===== src/rtl/menu_select_controller_pkg.sv =====
// rtl/menu_select_controller_pkg.sv - option codes, FSM states and cursor navigation for the main menu
package menu_select_controller_pkg;

  // Menu option codes; the main-menu pixel processor decodes the same values.
  localparam logic [2:0] OPT_PLAY1P  = 3'd0;
  localparam logic [2:0] OPT_ENDLESS = 3'd1;
  localparam logic [2:0] OPT_PLAY2P  = 3'd2;
  localparam logic [2:0] OPT_TOP1P   = 3'd3;
  localparam logic [2:0] OPT_TOPEND  = 3'd4;

  // Button slots in the debounced level/event vectors.
  localparam int BTN_UP    = 0;
  localparam int BTN_DOWN  = 1;
  localparam int BTN_LEFT  = 2;
  localparam int BTN_RIGHT = 3;
  localparam int BTN_SEL   = 4;
  localparam int NUM_BTNS  = 5;

  typedef enum logic [2:0] {
    ST_MENU   = 3'd0,
    ST_ARMED  = 3'd1,
    ST_LAUNCH = 3'd2,
    ST_GAME   = 3'd3,
    ST_DRAIN  = 3'd4
  } state_t;

  typedef enum logic [1:0] {
    NAV_UP   = 2'd0,
    NAV_DOWN = 2'd1,
    NAV_SIDE = 2'd2
  } nav_t;

  // Left column holds PLAY1P/ENDLESS/PLAY2P (rows 0-2), right column TOP1P/TOPEND (rows 0-1).
  // Sideways moves keep the row; row 2 has no right-hand partner and lands on TOPEND.
  function automatic logic [2:0] nav_next(input logic [2:0] sel, input nav_t dir);
    logic       right_col;
    logic [2:0] res;
    right_col = (sel >= OPT_TOP1P);
    res       = sel;
    case (dir)
      NAV_UP: begin
        if (right_col)                res = (sel == OPT_TOP1P) ? OPT_TOPEND : OPT_TOP1P;
        else if (sel == OPT_PLAY1P)   res = OPT_PLAY2P;
        else                          res = sel - 3'd1;
      end
      NAV_DOWN: begin
        if (right_col)                res = (sel == OPT_TOP1P) ? OPT_TOPEND : OPT_TOP1P;
        else if (sel == OPT_PLAY2P)   res = OPT_PLAY1P;
        else                          res = sel + 3'd1;
      end
      default: begin
        if (right_col)                res = (sel == OPT_TOP1P) ? OPT_PLAY1P : OPT_ENDLESS;
        else                          res = (sel == OPT_PLAY1P) ? OPT_TOP1P : OPT_TOPEND;
      end
    endcase
    return res;
  endfunction

endpackage


===== src/rtl/button_debounce.sv =====
// rtl/button_debounce.sv - 2-FF synchronizer, stability counter, debounced level and rise pulse
module button_debounce #(
  parameter int DEBOUNCE_CYCLES = 250000
) (
  input  logic clock,
  input  logic resetn,
  input  logic i_raw,
  output logic o_level,
  output logic o_rise
);

  localparam int CW = $clog2(DEBOUNCE_CYCLES + 1);

  logic          r_sync1;
  logic          r_sync2;
  logic [CW-1:0] r_cnt;
  logic          r_level;
  logic          r_level_d;

  // Synchronize, then accept a new level only after it has been seen DEBOUNCE_CYCLES+1 times in a row.
  always_ff @(posedge clock or negedge resetn) begin
    if (!resetn) begin
      r_sync1   <= 1'b0;
      r_sync2   <= 1'b0;
      r_cnt     <= '0;
      r_level   <= 1'b0;
      r_level_d <= 1'b0;
    end else begin
      r_sync1   <= i_raw;
      r_sync2   <= r_sync1;
      r_level_d <= r_level;
      if (r_sync2 == r_level) begin
        r_cnt <= '0;
      end else if (r_cnt == CW'(DEBOUNCE_CYCLES)) begin
        r_level <= r_sync2;
        r_cnt   <= '0;
      end else begin
        r_cnt <= r_cnt + 1'b1;
      end
    end
  end

  assign o_level = r_level;
  assign o_rise  = r_level & ~r_level_d;

endmodule


===== src/rtl/menu_select_controller.sv =====
// rtl/menu_select_controller.sv - menu cursor and game-launch handshake; MENU_AUTOREPEAT_EN adds up/down auto-repeat
module menu_select_controller
  import menu_select_controller_pkg::*;
#(
  parameter int DEBOUNCE_CYCLES = 250000,
  parameter int REPEAT_DELAY    = 25000000,
  parameter int REPEAT_PERIOD   = 6250000
) (
  input  logic       clock,
  input  logic       resetn,
  input  logic       btn_up,
  input  logic       btn_down,
  input  logic       btn_left,
  input  logic       btn_right,
  input  logic       btn_select,
  input  logic       game_done,
  output logic [2:0] menu_sel,
  output logic       menu_active,
  output logic [2:0] game_mode,
  output logic       game_start,
  output logic       in_game
);

  logic [NUM_BTNS-1:0] w_raw;
  logic [NUM_BTNS-1:0] w_lvl;
  logic [NUM_BTNS-1:0] w_rise;
  logic [NUM_BTNS-1:0] w_evt;

  state_t     r_state;
  state_t     w_state_nxt;
  logic [2:0] r_sel;
  logic [2:0] w_sel_nxt;
  logic [2:0] r_mode;
  logic [2:0] w_mode_nxt;
  logic       r_start;
  logic       r_in_game;
  logic       r_active;

  assign w_raw = {btn_select, btn_right, btn_left, btn_down, btn_up};

  for (genvar gi = 0; gi < NUM_BTNS; gi++) begin : g_btn
    button_debounce #(
      .DEBOUNCE_CYCLES(DEBOUNCE_CYCLES)
    ) u_debounce (
      .clock   (clock),
      .resetn  (resetn),
      .i_raw   (w_raw[gi]),
      .o_level (w_lvl[gi]),
      .o_rise  (w_rise[gi])
    );
  end

`ifdef MENU_AUTOREPEAT_EN
  localparam int RPT_MAX = (REPEAT_DELAY > REPEAT_PERIOD) ? REPEAT_DELAY : REPEAT_PERIOD;
  localparam int RPT_W   = $clog2(RPT_MAX + 1);

  logic [1:0] w_rpt_fire;

  for (genvar gr = 0; gr < 2; gr++) begin : g_rpt
    logic [RPT_W-1:0] r_cnt;
    logic             r_first;

    assign w_rpt_fire[gr] = w_lvl[gr] &
                            (r_first ? (r_cnt == RPT_W'(REPEAT_DELAY - 1))
                                     : (r_cnt == RPT_W'(REPEAT_PERIOD - 1)));

    // Count held cycles of up/down; first repeat after REPEAT_DELAY, then every REPEAT_PERIOD.
    always_ff @(posedge clock or negedge resetn) begin
      if (!resetn) begin
        r_cnt   <= '0;
        r_first <= 1'b1;
      end else if (!w_lvl[gr]) begin
        r_cnt   <= '0;
        r_first <= 1'b1;
      end else if (w_rpt_fire[gr]) begin
        r_cnt   <= '0;
        r_first <= 1'b0;
      end else begin
        r_cnt <= r_cnt + 1'b1;
      end
    end
  end

  assign w_evt = w_rise | {3'b000, w_rpt_fire};
`else
  logic w_unused_repeat;
  assign w_unused_repeat = REPEAT_DELAY[0] ^ REPEAT_PERIOD[0];
  assign w_evt = w_rise;
`endif

  // Next state, cursor and latched mode; one event per cycle, select > up > down > left > right.
  always_comb begin
    w_state_nxt = r_state;
    w_sel_nxt   = r_sel;
    w_mode_nxt  = r_mode;
    case (r_state)
      ST_MENU: begin
        if (w_evt[BTN_SEL]) begin
          w_mode_nxt  = r_sel;
          w_state_nxt = ST_ARMED;
        end else if (w_evt[BTN_UP]) begin
          w_sel_nxt = nav_next(r_sel, NAV_UP);
        end else if (w_evt[BTN_DOWN]) begin
          w_sel_nxt = nav_next(r_sel, NAV_DOWN);
        end else if (w_evt[BTN_LEFT] || w_evt[BTN_RIGHT]) begin
          w_sel_nxt = nav_next(r_sel, NAV_SIDE);
        end
      end
      ST_ARMED: begin
        if (!w_lvl[BTN_SEL]) w_state_nxt = ST_LAUNCH;
      end
      ST_LAUNCH: begin
        w_state_nxt = ST_GAME;
      end
      ST_GAME: begin
        if (game_done) w_state_nxt = ST_DRAIN;
      end
      ST_DRAIN: begin
        if (!game_done && (w_lvl == '0)) w_state_nxt = ST_MENU;
      end
      default: begin
        w_state_nxt = ST_MENU;
      end
    endcase
  end

  // State and registered outputs, decoded from the state being entered.
  always_ff @(posedge clock or negedge resetn) begin
    if (!resetn) begin
      r_state   <= ST_MENU;
      r_sel     <= OPT_PLAY1P;
      r_mode    <= OPT_PLAY1P;
      r_start   <= 1'b0;
      r_in_game <= 1'b0;
      r_active  <= 1'b1;
    end else begin
      r_state   <= w_state_nxt;
      r_sel     <= w_sel_nxt;
      r_mode    <= w_mode_nxt;
      r_start   <= (w_state_nxt == ST_LAUNCH);
      r_in_game <= (w_state_nxt == ST_LAUNCH) || (w_state_nxt == ST_GAME);
      r_active  <= (w_state_nxt == ST_MENU) || (w_state_nxt == ST_ARMED);
    end
  end

  assign menu_sel    = r_sel;
  assign game_mode   = r_mode;
  assign game_start  = r_start;
  assign in_game     = r_in_game;
  assign menu_active = r_active;

endmodule


===== config.mk =====
export PLATFORM = sky130hd
export DESIGN_NAME = menu_select_controller
export DESIGN_NICKNAME = d
export VERILOG_FILES = /design/src/rtl/menu_select_controller_pkg.sv /design/src/rtl/button_debounce.sv /design/src/rtl/menu_select_controller.sv
export SDC_FILE = /design/constraint.sdc
export NUM_CORES = 1
export LEC_CHECK = 0
export ABC_AREA = 1
export CELL_PAD_IN_SITES_DETAIL_PLACEMENT = 0
export CELL_PAD_IN_SITES_GLOBAL_PLACEMENT = 1
export CORE_ASPECT_RATIO = 0.7
export CORE_MARGIN = 10
export CORE_UTILIZATION = 50
export CTS_CLUSTER_SIZE = 25
export DETAILED_ROUTE_END_ITERATION = 8
export HOLD_SLACK_MARGIN = 0.08
export PLACE_DENSITY = 0.95
export SYNTH_ARGS = -nofsm -noshare
export SYNTH_HDL_FRONTEND = slang
export SYNTH_SLANG_ARGS = --single-unit

===== constraint.sdc =====
create_clock -name clock -period 3.65 [get_ports clock]
set_input_delay 0.365 -clock clock [delete_from_list [all_inputs] [get_ports clock]]
set_output_delay 0.365 -clock clock [all_outputs]
set_load 0.02 [all_outputs]

Word level (Yosys, flattened, before mapping). Cells that the tools add are included.

Add/sub/neg operators: 7. $lt $le $gt $ge: 1. Equal/unequal tests: 19. Muxes and demuxes: 26. Bitwise logic cells: 16. Reductions and logical operators: 17.

Operators by type and width (count): 18-bit 2-to-1 mux (10); 18-bit by 1-bit adder with 18-bit output (second input constant) (5); 18-bit equality test (second input constant) (5); 3-bit 2-to-1 mux (14); 3-bit by 2-bit equality test with 1-bit output (second input constant) (6); 3-bit one-hot mux with 5 select lines (1); 2-bit AND reduction (6); 1-bit inverter (11); 3-bit logical NOT (3); 3-bit by 1-bit equality test with 1-bit output (second input constant) (2); 1-bit AND (5); 1-bit equality test (5); 5-bit logical NOT (1); 3-bit by 1-bit adder with 3-bit output (second input constant) (1); 3-bit equality test (second input constant) (1); 3-bit by 2-bit >= comparator with 1-bit output (second input constant) (1); 1-bit logical OR (3); 3-bit AND reduction (1); 3-bit nonzero test (1); 3-bit by 1-bit subtractor with 3-bit output (second input constant) (1); 1-bit logical AND (1); 1-bit logical NOT (1); 1-bit 2-to-1 mux (1).

Flip-flop bits (word level): 122. Input bits: 8. Output and inout bits: 9. Word-level logic and storage cells: 117.

Depth between registers and ports, before layout.
Depth after elaboration: 6. Depth in mapped cells: 9. Gate-level depth less buffers: 9.

Cells and area by module. Synthesis repeated with hierarchy kept, for this count alone.

Cell total of the unflattened synthesis: 813. Area total of the unflattened synthesis: 6486.2 µm².

Modules (own cells, without submodules): button_debounce at g_btn[0].u_debounce ... (times used 4, cells each 143, area an instance 1148.6 µm², seq. area each 550.5 µm²); button_debounce at g_btn[2].u_debounce (times used 1, cells each 151, area an instance 1202.4 µm², seq. area each 550.5 µm²); menu_select_controller (times used 1, cells each 90, area an instance 689.4 µm², seq. area each 301.5 µm²).

Worst setup path after synthesis. OpenSTA, ideal clock, no wires.

Path type: reg-to-reg. Start point: register r_sel[0] (netlist: menu_sel[0]). End point: register r_sel[1] (netlist: menu_sel[1]). Setup time: 0.117 ns. Arrival time: 1.387 ns. Data required time: 3.533 ns. Setup slack: 2.146 ns. Cell stages (with the launch flop): 10. Path buffers: 0. Clock period less this slack: 1.504 ns. Cell sequence: dfrtp_1 > ha_1 > nor2_1 > nand2_1 > nand2_1 > o21ai_0 > nor2_1 > nor2_1 > nand2_1 > nand2_1.

Longest elaborated chain between the ends: 6. Elaborated cells on any way between the ends: 16. Classes of those cells: add/sub: 2; order compare: 1; eq/ne: 2; mux: 10; reduce/logical: 1.

RTL lines: start, declared (line menu_select_controller.sv:31) `logic [2:0] r_sel;`; start signal, assigned (line menu_select_controller.sv:138) `r_sel <= w_sel_nxt;`; parallel branches: the longest is 5 deep, another holds 3-bit by 1-bit adder with 3-bit output; 3-bit 2-to-1 mux (*) (line menu_select_controller.sv:101) `end else if (w_evt[BTN_UP]) begin`.

Mark *: on every way between the ends. The select of a mux whose other input is x is not followed. A chain may end at the register's enable or synchronous reset.

Worst setup path in the final report.
Start point: register r_sel[0] (netlist: menu_sel[0]). End point: output menu_sel[0].

RTL lines: end, declared (line menu_select_controller.sv:17) `output logic [2:0] menu_sel,`.

No word-level cell between the ends.

==> flow_summary.yaml <==
synthesis:
  synthDistinctLibCells: 28
  avgSynthCellArea_um2: 7.62
  syn-num-nets: 906
  synth_edf_count: 0
  async_flop_share: 1.00
  synthTopCellsByArea: "dfrtp_1 (45%), nor2_1 (12%), nand2_1 (10%)"
  yosysWarnings: 0
  synth_top_cell_by_area: "dfrtp_1"
  synth_cells: 883
  ys_seq_area_frac: 0.454
  syn_area_um2: 6730
  ys.flop_type: "dfrtp_1"
  synth-seq-cells: 122
  synth_top_area_frac: 0.450
floorplan:
  die_h_um: 117
  ioPinCount: 17
  num_rows: 35
  die_x_um: 159
  initial_core_util: 0.510
  dieArea_um2: 18600
  core-area_um2: 13200
worst_hold_path:
  holdCritPathClass: "reg -> reg"
  hold_depth: 0
  min-delay-start: "g_btn[0].u_debounce.r_sync1"
  min_to: "g_btn[0].u_debounce.r_sync2"
timing:
  slew_viol_final: 0
  hold_viol_final: 0
  fmaxAchievable_ghz: 0.515
  period_minus_slack_ns: 1.94
  finClkSkew_ns: 0.00987
  fin_tns_setup_ns: 0
  setup_viol: 0
  worstMarginPinSlew_ns: 0.796
  min_period_over_period: 0.532
  slew_headroom: 0.469
  rsz0062_at_grt: "no"
detailed_routing:
  wl_um: 14800
  drc_errors: 0
  drt_iter0_markers: 441
  ant_nets: 0
  via_per_inst: 4.95
  wl_per_cell_um: 13.3
  drtPass1Iterations: 5
  vias: 5521
worst_setup_path:
  worstPathBufferInverterCount: 1
  required_ns: 3.28
  regToRegEndpoint: "g_btn[3].u_debounce.r_cnt[2]"
  crit_arrival_ns: 1.58
  worstSetupEndpointType: "primary output"
  r2r_cells: 9
  r2r_slack_ns: 2.03
  path_cells: "clkdlybuf4s50_1"
  crit_slowest_cell: "clkdlybuf4s50_1"
  cp_slowest_stage_delay_ns: 0.71
  crit_family: "buffers and inverters"
  worstSetupStartpointType: "flop"
  r2r_start: "g_btn[3].u_debounce.r_cnt[0]"
  cp_max_fo: 7
  worstSetupPathType: "reg -> out"
power_and_ir_drop:
  vdd_drop_max_uv: 353
  p_leak_uw: 0.00328
  power.density_nw_per_um2: 431
status:
  status: "complete, no violations"
layout:
  diodes: 0
  multi_input_area_um2: 3300
  fin_area_um2: 7720
  mostFrequentLayoutCells: "nor2_1 (223), nand2_1 (185), dfrtp_1 (121), inv_1 (95), nand3_1 (56)"
  fillers: 1189
  seqCellArea_um2: 3050
  drive_gt1_frac: 0.0956
  synthToLayoutAreaGrowth_pct: 14.7
  layout_commonest_cell: "nor2_1"
  nets: 942
run:
  maxCapViolations: 0
clocking:
  clkLatencyLatePin_ns: 0.43
  cts_tree: "yes"
  path_clk_slew_ns: 0.06
  cts_post_setup_buffers_inserted: 0
  root_buffer: "clkbuf_16"
  clk_path_buf_depth: 2
  cts-buffers-inserted: 17
  htreeDepth: 4
  clock_sinks: 122
grt:
  grt_pass1_wl_um: 25800
  met1_usage: 0.269
  met2_usage: 0.228
  global_route.overflow_total: 0
  grt_pass1_vias: 5210
  grt_use_met3: 0.0420
  grt-busiest-layer: "met1"
  antenna_found_initial: 0
  grt.total_usage: 0.174
  grt_max_degree: 64
placed_design:
  port_buffers: 16
  finalWeightedCongestion: 0.896
  dp_hpwl_um: 10700
  place_area_um2: 7130
==> cell type report <==
| cell class | instances | share of cell area |
|---|---|---|
| repair buffers | 18 | 0.0243 |
| well taps | 185 | 0.0300 |
| inverters | 99 | 0.0482 |
| flip-flops and latches | 122 | 0.396 |
| clock buffers | 18 | 0.0556 |
| clock inverters | 13 | 0.0190 |
| multi-input cells | 661 | 0.427 |
==> kinds of logic after synthesis <==
family,after synthesis,share of synthesized area
buf+inv,100,0.0558
simple gates,549,0.356
xor+xnor,52,0.0711
compound gates,45,0.0350
fa+ha+maj,15,0.0279
flops,122,0.454
==> through the flow <==
step,worst slack (ns),hold slack [ns],power (µW),instances,utilization
2_1_floorplan,2.15,0.0694,1590,883,-
3_3_place_gp,2.04,0.332,1690,1084,0.541
3_5_place_dp,2.03,0.336,1690,1084,0.541
4_1_cts,1.69,0.349,3360,1116,0.585
5_1_grt,1.67,0.362,3460,1116,0.585
6_report,1.71,0.348,3330,1116,0.585
==> sequential cells by signal, indices dropped and copies added (netlist names) <==
register                    cells
g_btn.u_debounce.r_sync1        5
in_game                         1
g_btn.u_debounce.r_level_d      5
menu_sel                        3
g_btn.u_debounce.r_cnt         90
game_mode                       3
game_start                      1
menu_active                     1
r_state                         3
g_btn.u_debounce.o_level        5
g_btn.u_debounce.r_sync2        5
==> worst max-delay path by stage <==
stage	slack, ns	from	endpoint	cells past startpoint
6_report	1.71	menu_sel[0]	menu_sel[0]	1
5_1_grt	1.67	menu_sel[0]	menu_sel[0]	1
4_1_cts	1.69	menu_sel[0]	menu_sel[0]	1
3_5_place_dp	2.03	g_btn[3].u_debounce.r_cnt[0]	g_btn[3].u_debounce.r_cnt[2]	9
3_3_place_gp	2.04	g_btn[3].u_debounce.r_cnt[0]	g_btn[3].u_debounce.r_cnt[7]	9
2_1_floorplan	2.15	menu_sel[0]	menu_sel[1]	9
==> synthesized netlist by cell type, types with 2 or more instances <==
master and instances:
nor2_1 223, ha_1 15, inv_2 4, and2_1 8, o211ai_1 2, nand2_1 185
o21ai_1 2, inv_1 95, nor3_1 14, nor2_2 18, xnor2_1 9, dfrtp_1 121
xor2_1 40, nor2_4 9, nand3_1 56, nor3_2 4, o21ai_0 18, xnor2_2 3
nand2_2 16, nand4_1 12, nor3b_1 2, a21oi_1 21
==> power breakdown <==
| part | total, µW | switching (µW) | leakage [µW] | internal (µW) |
|---|---|---|---|---|
| combinational | 226 | 144 | 0.00134 | 82.1 |
| clock | 1660 | 651 | 0.000277 | 1010 |
| sequential | 1440 | 36.7 | 0.00166 | 1410 |
| total | 3330 | 831 | 0.00328 | 2500 |
==> layer usage <==
metal	part of all wire	wire length (µm)
met1	0.54	7950
met2	0.39	5770
met3	0.060	886
met4	0.015	226
met5	0	0
==> worst register-to-register path: stages, from the launching register on <==
cell,delay (ns)
dfrtp_1,0.43
inv_1,0.11
ha_1,0.14
inv_1,0.04
nor2_1,0.15
nand3_1,0.12
nor2_1,0.14
nor2_1,0.10
inv_1,0.22
nor2_1,0.07
==> repair_timing <==
| action | 4_1_cts | 5_1_grt |
|---|---|---|
| gates resized for setup | 0 | 0 |
| endpoints found under the hold margin | 59 | 0 |
| hold buffers | 1 | 0 |
No activity file was read; power rests on OpenSTA's default activity.
